--- src/rtl/neighbor_id_unpacker.sv ---
// Neighbor-ID unpacker: buffers packed neighbor-info words in a small FIFO,
// raises an early almost-full flag toward the neighbor-info controller, and
// serialises each word into single neighbor IDs with a valid/ready handshake.
module neighbor_id_unpacker #(
    parameter int ID_W         = 10,
    parameter int IDS_PER_WORD = 4,
    parameter int DEPTH        = 8,
    parameter int AF_MARGIN    = 2,
    localparam int CNT_W       = $clog2(IDS_PER_WORD + 1)
) (
    input  logic                         clk,
    input  logic                         reset,
    input  logic                         in_valid,
    input  logic [IDS_PER_WORD*ID_W-1:0] in_ids,
    input  logic [CNT_W-1:0]             in_cnt,
    input  logic [ID_W-1:0]              in_node_id,
    input  logic                         in_last,
    output logic                         full,
    output logic                         out_valid,
    input  logic                         out_ready,
    output logic [ID_W-1:0]              out_id,
    output logic [ID_W-1:0]              out_node_id,
    output logic                         out_last,
    output logic                         overflow
);

    localparam int PTR_W   = $clog2(DEPTH);
    localparam int COUNT_W = $clog2(DEPTH + 1);
    localparam int IDX_W   = (IDS_PER_WORD > 1) ? $clog2(IDS_PER_WORD) : 1;

    typedef enum logic {
        EMPTY,
        EMIT
    } state_t;

    // Word storage; contents need no reset because count/pointers gate every read.
    logic [IDS_PER_WORD*ID_W-1:0] idsMem  [DEPTH];
    logic [CNT_W-1:0]             cntMem  [DEPTH];
    logic [ID_W-1:0]              nodeMem [DEPTH];
    logic                         lastMem [DEPTH];

    state_t             state_q,    state_d;
    logic [PTR_W-1:0]   wrPtr_q,    wrPtr_d;
    logic [PTR_W-1:0]   rdPtr_q,    rdPtr_d;
    logic [COUNT_W-1:0] count_q,    count_d;
    logic [IDX_W-1:0]   idx_q,      idx_d;
    logic               full_q,     full_d;
    logic               overflow_q, overflow_d;

    logic [CNT_W-1:0]             clampedCnt;
    logic [IDS_PER_WORD*ID_W-1:0] headIds;
    logic [CNT_W-1:0]             headCnt;
    logic [ID_W-1:0]              headNode;
    logic                         headLast;
    logic                         atLastId;
    logic                         outValid;
    logic                         handshake;
    logic                         pop;
    logic                         wantPush;
    logic                         push;

    // Head decode, handshake/push/pop decisions and all next-state values.
    always_comb begin
        clampedCnt = (in_cnt > CNT_W'(IDS_PER_WORD)) ? CNT_W'(IDS_PER_WORD) : in_cnt;
        headIds    = idsMem[rdPtr_q];
        headCnt    = cntMem[rdPtr_q];
        headNode   = nodeMem[rdPtr_q];
        headLast   = lastMem[rdPtr_q];
        atLastId   = (CNT_W'(idx_q) == (headCnt - CNT_W'(1)));
        outValid   = (state_q == EMIT);
        handshake  = outValid && out_ready;
        pop        = handshake && atLastId;
        wantPush   = in_valid && (in_cnt != '0);
        push       = wantPush && ((count_q != COUNT_W'(DEPTH)) || pop);

        wrPtr_d    = push ? (wrPtr_q + PTR_W'(1)) : wrPtr_q;
        rdPtr_d    = pop  ? (rdPtr_q + PTR_W'(1)) : rdPtr_q;

        count_d    = count_q;
        if (push && !pop) begin
            count_d = count_q + COUNT_W'(1);
        end else if (pop && !push) begin
            count_d = count_q - COUNT_W'(1);
        end

        idx_d = idx_q;
        if (pop) begin
            idx_d = '0;
        end else if (handshake) begin
            idx_d = idx_q + IDX_W'(1);
        end

        state_d    = (count_d != '0) ? EMIT : EMPTY;
        full_d     = (count_d >= COUNT_W'(DEPTH - AF_MARGIN));
        overflow_d = overflow_q || (wantPush && !push);
    end

    // Control state: pointers, occupancy, unpack index, FSM and flags.
    always_ff @(posedge clk or negedge reset) begin
        if (!reset) begin
            state_q    <= EMPTY;
            wrPtr_q    <= '0;
            rdPtr_q    <= '0;
            count_q    <= '0;
            idx_q      <= '0;
            full_q     <= 1'b0;
            overflow_q <= 1'b0;
        end else begin
            state_q    <= state_d;
            wrPtr_q    <= wrPtr_d;
            rdPtr_q    <= rdPtr_d;
            count_q    <= count_d;
            idx_q      <= idx_d;
            full_q     <= full_d;
            overflow_q <= overflow_d;
        end
    end

    // Accepted words are written at the write pointer with their clamped count.
    always_ff @(posedge clk) begin
        if (push) begin
            idsMem[wrPtr_q]  <= in_ids;
            cntMem[wrPtr_q]  <= clampedCnt;
            nodeMem[wrPtr_q] <= in_node_id;
            lastMem[wrPtr_q] <= in_last;
        end
    end

    // Show-ahead outputs taken straight from the head entry; zero while empty.
    always_comb begin
        out_valid   = outValid;
        out_id      = outValid ? headIds[idx_q*ID_W +: ID_W] : '0;
        out_node_id = outValid ? headNode : '0;
        out_last    = outValid && headLast && atLastId;
        full        = full_q;
        overflow    = overflow_q;
    end

endmodule

--- config.mk ---
export PLATFORM = sky130hd
export DESIGN_NAME = neighbor_id_unpacker
export DESIGN_NICKNAME = d
export VERILOG_FILES = /design/src/rtl/neighbor_id_unpacker.sv
export SDC_FILE = /design/constraint.sdc
export NUM_CORES = 1
export LEC_CHECK = 0
export CORE_AREA = 2 2 198 394
export CTS_BUF_LIST = sky130_fd_sc_hd__clkbuf_4 sky130_fd_sc_hd__clkbuf_8
export DETAILED_ROUTE_END_ITERATION = 8
export DIE_AREA = 0 0 200 396
export GPL_ROUTABILITY_DRIVEN = 0
export SLEW_MARGIN = 40
export SYNTH_ARGS = -nofsm -noshare
export SYNTH_HDL_FRONTEND = slang
export SYNTH_SLANG_ARGS = --single-unit
--- constraint.sdc ---
create_clock -name clk -period 12 [get_ports clk]
set_clock_uncertainty 0.15 [all_clocks]
set_input_delay 3 -clock clk [delete_from_list [all_inputs] [get_ports clk]]
set_output_delay 3 -clock clk [all_outputs]
set_load 0.02 [all_outputs]
* Word-level counts from Yosys, hierarchy flattened
Memories as Yosys holds them, arrays and structs flattened.
Index checks and enable logic that the tools add are counted.
** Operators by class
- Equality and inequality tests :: 2
- Reductions and logical operators :: 16
- $lt $le $gt $ge :: 2
- Mux-type cells :: 10
- Multipliers :: 1
- Add/sub/neg operators :: 6
- Shifts and indexed selects :: 1
** Operator list (number)
- variable part select 40 x 7 -> 10 bit :: 1
- 2-to-1 mux 10 bit :: 2
- logical AND 1 bit :: 9
- 2-to-1 mux 4 bit :: 2
- adder 3 x 1 -> 3 bit (second input constant) :: 2
- multiplier 2 x 3 -> 5 bit (second input constant) :: 1
- adder 4 x 1 -> 4 bit (second input constant) :: 1
- >= comparator 4 x 3 -> 1 bit (second input constant) :: 1
- 2-to-1 mux 2 bit :: 2
- != test 4 bit (second input constant) :: 1
- nonzero test 4 bit :: 1
- subtractor 4 x 1 -> 4 bit (second input constant) :: 1
- == test 2 x 3 -> 1 bit :: 1
- greater-than comparator 3 bit (second input constant) :: 1
- 2-to-1 mux 1 bit :: 3
- 2-to-1 mux 3 bit :: 1
- nonzero test 3 bit :: 1
- subtractor 3 x 1 -> 3 bit (second input constant) :: 1
- adder 2 x 1 -> 2 bit (second input constant) :: 1
- zero test 1 bit :: 2
- logical OR 1 bit :: 2
- nonzero test 2 bit :: 1
** Storage, ports and cells
- Flip-flop bits (word level) :: 15
- Output and inout port bits :: 24
- Logic and storage cells :: 49
- Bits of input ports :: 58
- Memories :: 4
- Memory bits (writable) :: 432
** Memory list
- idsMem :: words 8, bits a word 40, read ports 1, clocked after memory_dff 0, wr ports 1, RTL line 37 : logic [IDS_PER_WORD*ID_W-1:0] idsMem [DEPTH];
- nodeMem :: words 8, bits a word 10, read ports 1, clocked after memory_dff 0, wr ports 1, RTL line 39 : logic [ID_W-1:0] nodeMem [DEPTH];
- cntMem :: words 8, bits a word 3, read ports 1, clocked after memory_dff 0, wr ports 1, RTL line 38 : logic [CNT_W-1:0] cntMem [DEPTH];
- lastMem :: words 8, bits a word 1, read ports 1, clocked after memory_dff 0, wr ports 1, RTL line 40 : logic lastMem [DEPTH];

* Depth between registers and ports, before layout
Gate-level depths: netlist of the first run.
An unclocked memory read counts as a cell.
- Depth in word-level cells :: 12
- Depth in mapped cells :: 15
- Mapped depth without buffers :: 11

* Least setup slack after synthesis of the first run
No wires, ideal clock.
- Kind :: input to register
- From :: input in_cnt[1]
- To :: memory cntMem[2][0] (netlist name), enable pin
- Stages :: 3
- Arrival :: 9.074 ns
- Slack :: 2.157 ns
- Setup time :: 0.618 ns
- Data required time :: 11.232 ns
- Path buffers :: 0
- Cells stage by stage :: o31a_1 > nand2_2 > nor4b_1
** On the way
- Cells in the longest elaborated chain, start to end :: 5
** RTL lines
- start: declaration :: RTL line 15 : input logic [CNT_W-1:0] in_cnt,
- nonzero test 3 bit :: RTL line 73 : wantPush = in_valid && (in_cnt != '0);
- logical AND 1 bit :: RTL line 73
- logical AND 1 bit :: RTL line 74 : push = wantPush && ((count_q != COUNT_W'(DEPTH)) || pop);
- 2-to-1 mux 1 bit :: RTL line 121 : if (push) begin
- 2-to-1 mux 1 bit (not written as such) :: RTL line 123 : cntMem[wrPtr_q] <= clampedCnt;
- end: declaration :: RTL line 38
Every way passes these cells.

* Worst setup path after layout of the first run
- From :: register rdPtr_q[1]
- To :: output out_last
** On the way
- Cells in the longest elaborated chain, start to end :: 4
- Elaborated cells between the ends (all ways) :: 6
- Those cells by class :: 1 x add/sub; 1 x eq/ne; 2 x reduce/logical; 2 x memory
** RTL lines
- start: declaration :: RTL line 44 : logic [PTR_W-1:0] rdPtr_q, rdPtr_d;
- start signal: assignment :: RTL line 111 : rdPtr_q <= rdPtr_d;
- memory (8 x 3 bit)
- subtractor 3 x 1 -> 3 bit :: RTL line 69 : atLastId = (CNT_W'(idx_q) == (headCnt - CNT_W'(1)));
- == test 2 x 3 -> 1 bit :: RTL line 69
- logical AND 1 bit (*) :: RTL line 134 : out_last = outValid && headLast && atLastId;
- end: declaration :: RTL line 23 : output logic out_last,
Every way passes the cells marked *; elsewhere a longest branch is shown, timed or not.

==> results.cfg, run 1 <==
[outcome]
status = completed

[cts]
cts_hold_buf = 0
cts_tree = done
cts_setup_buffers = 0
cts_buffers = 57
clk_pin_slew_worst_paths_ns = 0.07
cts_sinks = 447
clock_latency_ns = 0.61
ctsResizeCount = 0
cts_max_level = 2
clockBufferDepth = 3
cts_root_buf = clkbuf_8

[timing]
tightest_slew_ns = 0.748
fin_crit_sh_pct = 63.9
fin_crit_ns = 7.67
rsz0062_at_grt = false
setup_tns_ns = 0
slew_headroom_pct = 50.1
setup-violations-final = 0
fmax_mhz = 130
hold_viol_final = 0
drv_slew = 0

[global_route]
grt_pass1_vias = 8427
grt-ovfl-total = 0
grt-busiest-layer = met2
antenna_found_initial = 16
globalRouteMet2Util_pct = 18.2
grt_pass1_wl_mm = 56.1
use_met1_pct = 10.4
met3_usage_pct = 2.46
grt_usage_pct = 9.75
grt_max_degree = 62

[yosys]
seq_area_frac_synth_pct = 77.0
ys_seq_elements = 447
synth_nets = 800
syn_area_per_cell_sq_um = 23.5
synth_edf_count = 432
synth_area_sq_mm = 0.0173
yosys.cell_types.count = 36
synth_cells = 737
async_reset_ff_share_pct = 3.36
yosys_warnings = 0
ys.flop_type = edfxtp_1

[critical_path]
worst_setup_path_start_kind = flop
worst-setup-path-type = reg -> out
cp_max_fo = 61
crit_arrival_ns = 4.52
required_ns = 8.85
end_kind = output port

[placed_design]
dp_hpwl_mm = 21.6
placed_area_sq_mm = 0.0194
io_buffers = 81

[power]
p_per_area_mw_per_mm2 = 234
peakVddDrop_mv = 0.100
p_leak_uw = 0.00631

[floorplan]
num_rows = 143
core_area_sq_mm = 0.0760
ios = 82
die_height_um = 396
start_util_pct = 22.8
die_w_um = 200
dieArea_sq_mm = 0.0792

[job]
cap_violations = 0

[route]
vias = 7819
first_pass_iters = 4
viasPerCell = 4.07
drtIter0Drc = 505
routed_wl_mm = 37.9
wl_per_cell_um = 19.7
ant_nets = 0
drc = 0

[cells_and_area]
nNetsFinal = 917
area_delta_synth_final_pct = 19.4
drive_gt1_share_pct = 28.0
final_area_sq_mm = 0.0207

[min_path]
min_path_type = reg -> reg
[critical path: stages, from the launching register on]
cell             delay, ns
dfrtp_4               0.90
buf_6                 0.62
mux4_2                0.40
mux2i_1               0.16
ha_1                  0.26
xor2_1                0.19
nand2_1               0.09
mux2i_2               0.23
nand2_1               0.14
nor3b_1               0.20
clkdlybuf4s50_1       0.64
[cell usage after synthesis, types with 4 or more instances]
cell,count,area [sq um]
xnor2_1,5,43.8
clkbuf_1,17,63.8
mux2_2,4,45.0
edfxtp_1,432,13000
buf_2,8,40.0
dfrtp_1,15,375
nand2_1,10,37.5
nor2b_1,22,138
buf_1,12,45.0
nand3_1,5,25.0
nor2_1,4,15.0
mux2i_1,26,260
ha_1,5,62.6
inv_1,10,37.5
mux4_2,128,2880
o21ai_0,4,20.0
[layout by cell type, fill, tap and decap left out, drive strengths merged]
master / n
edfxtp: 432
mux4: 128
clkdlybuf4s50: 81
clkbuf: 64
clkinv: 33
mux2i: 27
nor2b: 22
buf: 16
dfrtp: 15
nand2: 11
inv: 10
bufinv: 7
o21ai: 6
nand3: 5
xnor2: 5
ha: 5
mux2: 4
nor2: 4
clkinvlp: 4
diode: 3
xor2: 3
nor3: 3
nor4b: 3
nand4: 3
nand2b: 2
nor4: 2
o31ai: 1
o31a: 1
or4: 1
o221a: 1
a31oi: 1
a31o: 1
nor3b: 1
a21oi: 1
[cell families after synthesis]
family / Yosys count / share of synthesized area [%]
simple gates: 57 / 1.89
mux: 159 / 18.5
flops: 447 / 77.0
fa+ha+maj: 5 / 0.361
xor+xnor: 8 / 0.404
compound gates: 12 / 0.607
buf+inv: 49 / 1.21
[worst paths after layout]
kind                            cells past startpoint  startpoint  slack, ns            end
max in group asynchronous                           1       reset       8.50     rdPtr_q[0]
worst min register to register                      1    overflow       0.34       overflow
worst max-delay path                               10  rdPtr_q[1]       4.33       out_last
worst min-delay path                                1    overflow       0.34       overflow
worst max register to register                     12  rdPtr_q[1]       6.61  idsMem[4][23]
min in group asynchronous                           1       reset       2.67     rdPtr_q[1]
[report_power, final]
part	switching (uW)	leakage, uW	internal [uW]	total [uW]
registers	149	0.00409	1940	2090
logic	796	0.00159	783	1580
clock network	547	0.000624	627	1170
total	1490	0.00631	3350	4850
[registers in the layout, indices dropped and copies added, names as in the netlist]
signal,count
idsMem,320
out_valid,1
lastMem,8
count_q,4
idx_q,2
wrPtr_q,3
overflow,1
cntMem,24
nodeMem,80
full,1
rdPtr_q,3
[metal layers]
metal,wire (um),up-vias,part of all wire (%)
li1,-,3356,-
met1,13700,4194,36
met2,20800,162,55
met3,2190,87,5.8
met4,1080,20,2.8
met5,125,-,0.33
[cell type report]
type / count / area, sq um
diodes: 3 / 7.51
clock buffers: 64 / 850
clock inverters: 44 / 378
fillers: 7457 / 55400
inverters: 10 / 37.5
multi-input cells: 241 / 3810
flip-flops and latches: 447 / 13400
well taps: 1015 / 1270
repair buffers: 97 / 965
[per-stage QoR]
stage | cells | utilization [%] | hold WS (ns) | setup WS [ns] | total power (uW)
floorplan | 737 | - | 0.359 | 2.16 | 3190
global placement | 1810 | 25.5 | 0.319 | 4.61 | 3740
detailed placement | 1810 | 25.6 | 0.330 | 4.92 | 3760
CTS | 1918 | 27.2 | 0.347 | 4.21 | 4940
global route | 1919 | 27.2 | 0.364 | 4.10 | 5090
finish | 1921 | 27.2 | 0.336 | 4.33 | 4850
Note: power is estimated with default switching activity, not from simulation.
==> inputs of run 2 (changes only) <==
- clock period: 12 -> 6.8 ns (I/O delays scaled with it)
==> run 2 against run 1 <==
Effect of this change: utilization is 0.15 points lower; sequential cell count stayed put; worst setup slack worse by 3.4 ns; clock power is 57% higher; first-iteration DRC count is 14% lower; design area is 0.54% lower; global-route usage is 0.058 points lower; hold slack worse by 0.0091 ns; critical path type unchanged; critical endpoint unchanged; largest cell class unchanged.
==> results.cfg, run 2 (synthesis results as in run 1) <==
[route]
viasPerCell = 4.04
drc = 0
first_pass_iters = 4
routed_wl_mm = 37.6
wl_per_cell_um = 19.7
drtIter0Drc = 434
ant_nets = 0
vias = 7737

[timing]
setup_tns_ns = 0
fmax_mhz = 170
drv_slew = 0
rsz0062_at_grt = false
tightest_slew_ns = 0.772
hold_viol_final = 0
timing.hold.ws_ns = 0.327
setup-violations-final = 0
fin_crit_sh_pct = 86.6
fin_crit_ns = 5.89
slew_headroom_pct = 48.5

[power]
p_per_area_mw_per_mm2 = 407
power_uw = 8360
combPwrFrac_pct = 33.4
p_sw_share_pct = 31.5
clockPowerShare_pct = 22.0
p_int_uw = 5730
switchingPower_uw = 2640
p_leak_uw = 0.00629
peakVddDrop_mv = 0.190
p_seq_share_pct = 44.7

[cts]
cts_buffers = 52
clk_pin_slew_worst_paths_ns = 0.08
cts_setup_buffers = 0
cts_tree = done
ctsResizeCount = 0
clock_latency_ns = 0.62
cts_sinks = 447
cts_max_level = 2
cts_hold_buf = 0
clockBufferDepth = 3
cts_root_buf = clkbuf_8

[cells_and_area]
drive_gt1_share_pct = 29.0
final_common_cell = edfxtp_1
mostFrequentLayoutCells = edfxtp_1 (432), mux4_2 (128), clkdlybuf4s50_1 (81), clkbuf_8 (53), mux2i_1 (26)
final_area_sq_mm = 0.0206
largestRegisters = idsMem x320, nodeMem x80, cntMem x24
nNetsFinal = 919
num-fill-cells = 7485
area_delta_synth_final_pct = 18.7
regMostFlops = idsMem
largest_reg_flops = 320
fin_util_pct = 27.0

[floorplan]
die_height_um = 396
dieArea_sq_mm = 0.0792
ios = 82
core_area_sq_mm = 0.0760
start_util_pct = 22.8
num_rows = 143
die_w_um = 200

[critical_path]
cp_slowest_stage_delay_ns = 0.67
cp_common_cell = nand2_1
cp_max_fo = 18
path_cells = mux4_2, mux2_2, inv_1, ha_1, xor2_1, nand2_1, mux2i_2, nand2_1, nor3b_1, clkdlybuf4s50_1
worst_setup_path_start_kind = flop
worst_path_max_delay_cell = dfrtp_4
worst-setup-path-type = reg -> out
rrSetupSlack_ns = 2.03
required_ns = 4.95
ff2ff_path_depth = 12
end_kind = output port
regToRegEndpoint = idsMem[6][27]
crit_start = rdPtr_q[0]
worstSetupEndpoint = out_last
crit_arrival_ns = 4.04
timing.rr.start = rdPtr_q[0]

[global_route]
grt-ovfl-total = 0
grt_max_degree = 75
antenna_found_initial = 7
grt_usage_pct = 9.69
grt_pass1_vias = 8667
grt_pass1_wl_mm = 56.2

[placed_design]
dp_hpwl_mm = 22.7
io_buffers = 81
placed_area_sq_mm = 0.0195

[min_path]
holdPathStages = 1
min_path_type = reg -> reg

[outcome]
status = completed

[job]
cap_violations = 0
[run 2: changes by cell type in the layout (fill, tap and decap cells not counted), sizes merged]
cell      before  now
buf           16   23
clkinv        33   23
clkinvlp       4    2
bufinv         7    2
diode          3    1
clkbuf        64   68
inv           10   11
[run 2: critical path: cells and delay by family, from the launching register on]
family / cells / cell delay (ns)
buffers and inverters: 2 / 0.73
adder cells (fa/ha/maj): 1 / 0.23
XOR/XNOR: 1 / 0.17
multiplexers: 3 / 1.09
AND/OR/NAND/NOR: 3 / 0.54
flip-flops: 1 / 0.67
[run 2: how the worst min path moves through the flow]
stage	slack, ns	end	from
2_1_floorplan	0.36	count_q[3]	count_q[3]
3_3_place_gp	0.32	overflow	overflow
3_5_place_dp	0.32	overflow	overflow
4_1_cts	0.34	overflow	overflow
5_1_grt	0.35	overflow	overflow
6_report	0.33	overflow	overflow
[run 2: area by class of cell]
class | instances | area (sq um) | share of cell area (%)
well taps | 1015 | 1270 | 6.17
clock buffers | 68 | 842 | 4.09
repair buffers | 104 | 1020 | 4.96
diodes | 1 | 2.50 | 0.0122
multi-input cells | 241 | 3840 | 18.7
inverters | 10 | 37.5 | 0.183
clock inverters | 28 | 193 | 0.937
flip-flops and latches | 447 | 13400 | 65.0
[run 2: power groups by stage]
stage          logic (uW)  registers [uW]  clock network, uW
6_report             2790            3740               1840
5_1_grt              3020            3790               2010
4_1_cts              2900            3760               1910
3_5_place_dp         2890            3820                  0
3_3_place_gp         2870            3790                  0
2_1_floorplan        2020            3600                  0
[run 2: per-layer routing]
metal  track usage, %  part of all wire (%)  vias up
met1             10.7                    37     4134
met4             4.21                   3.3       12
li1                 -                     -     3354
met2             17.6                    54      167
met5                0                  0.18        -
met3             2.19                   5.4       70
[run 2: metrics by stage]
| stage | cells | worst slack, ns |
|---|---|---|
| finish | 1914 | 0.911 |
| global route | 1914 | 0.656 |
| CTS | 1913 | 0.746 |
| detailed placement | 1817 | 1.43 |
| global placement | 1817 | 1.41 |
| floorplan | 737 | -2.27 |
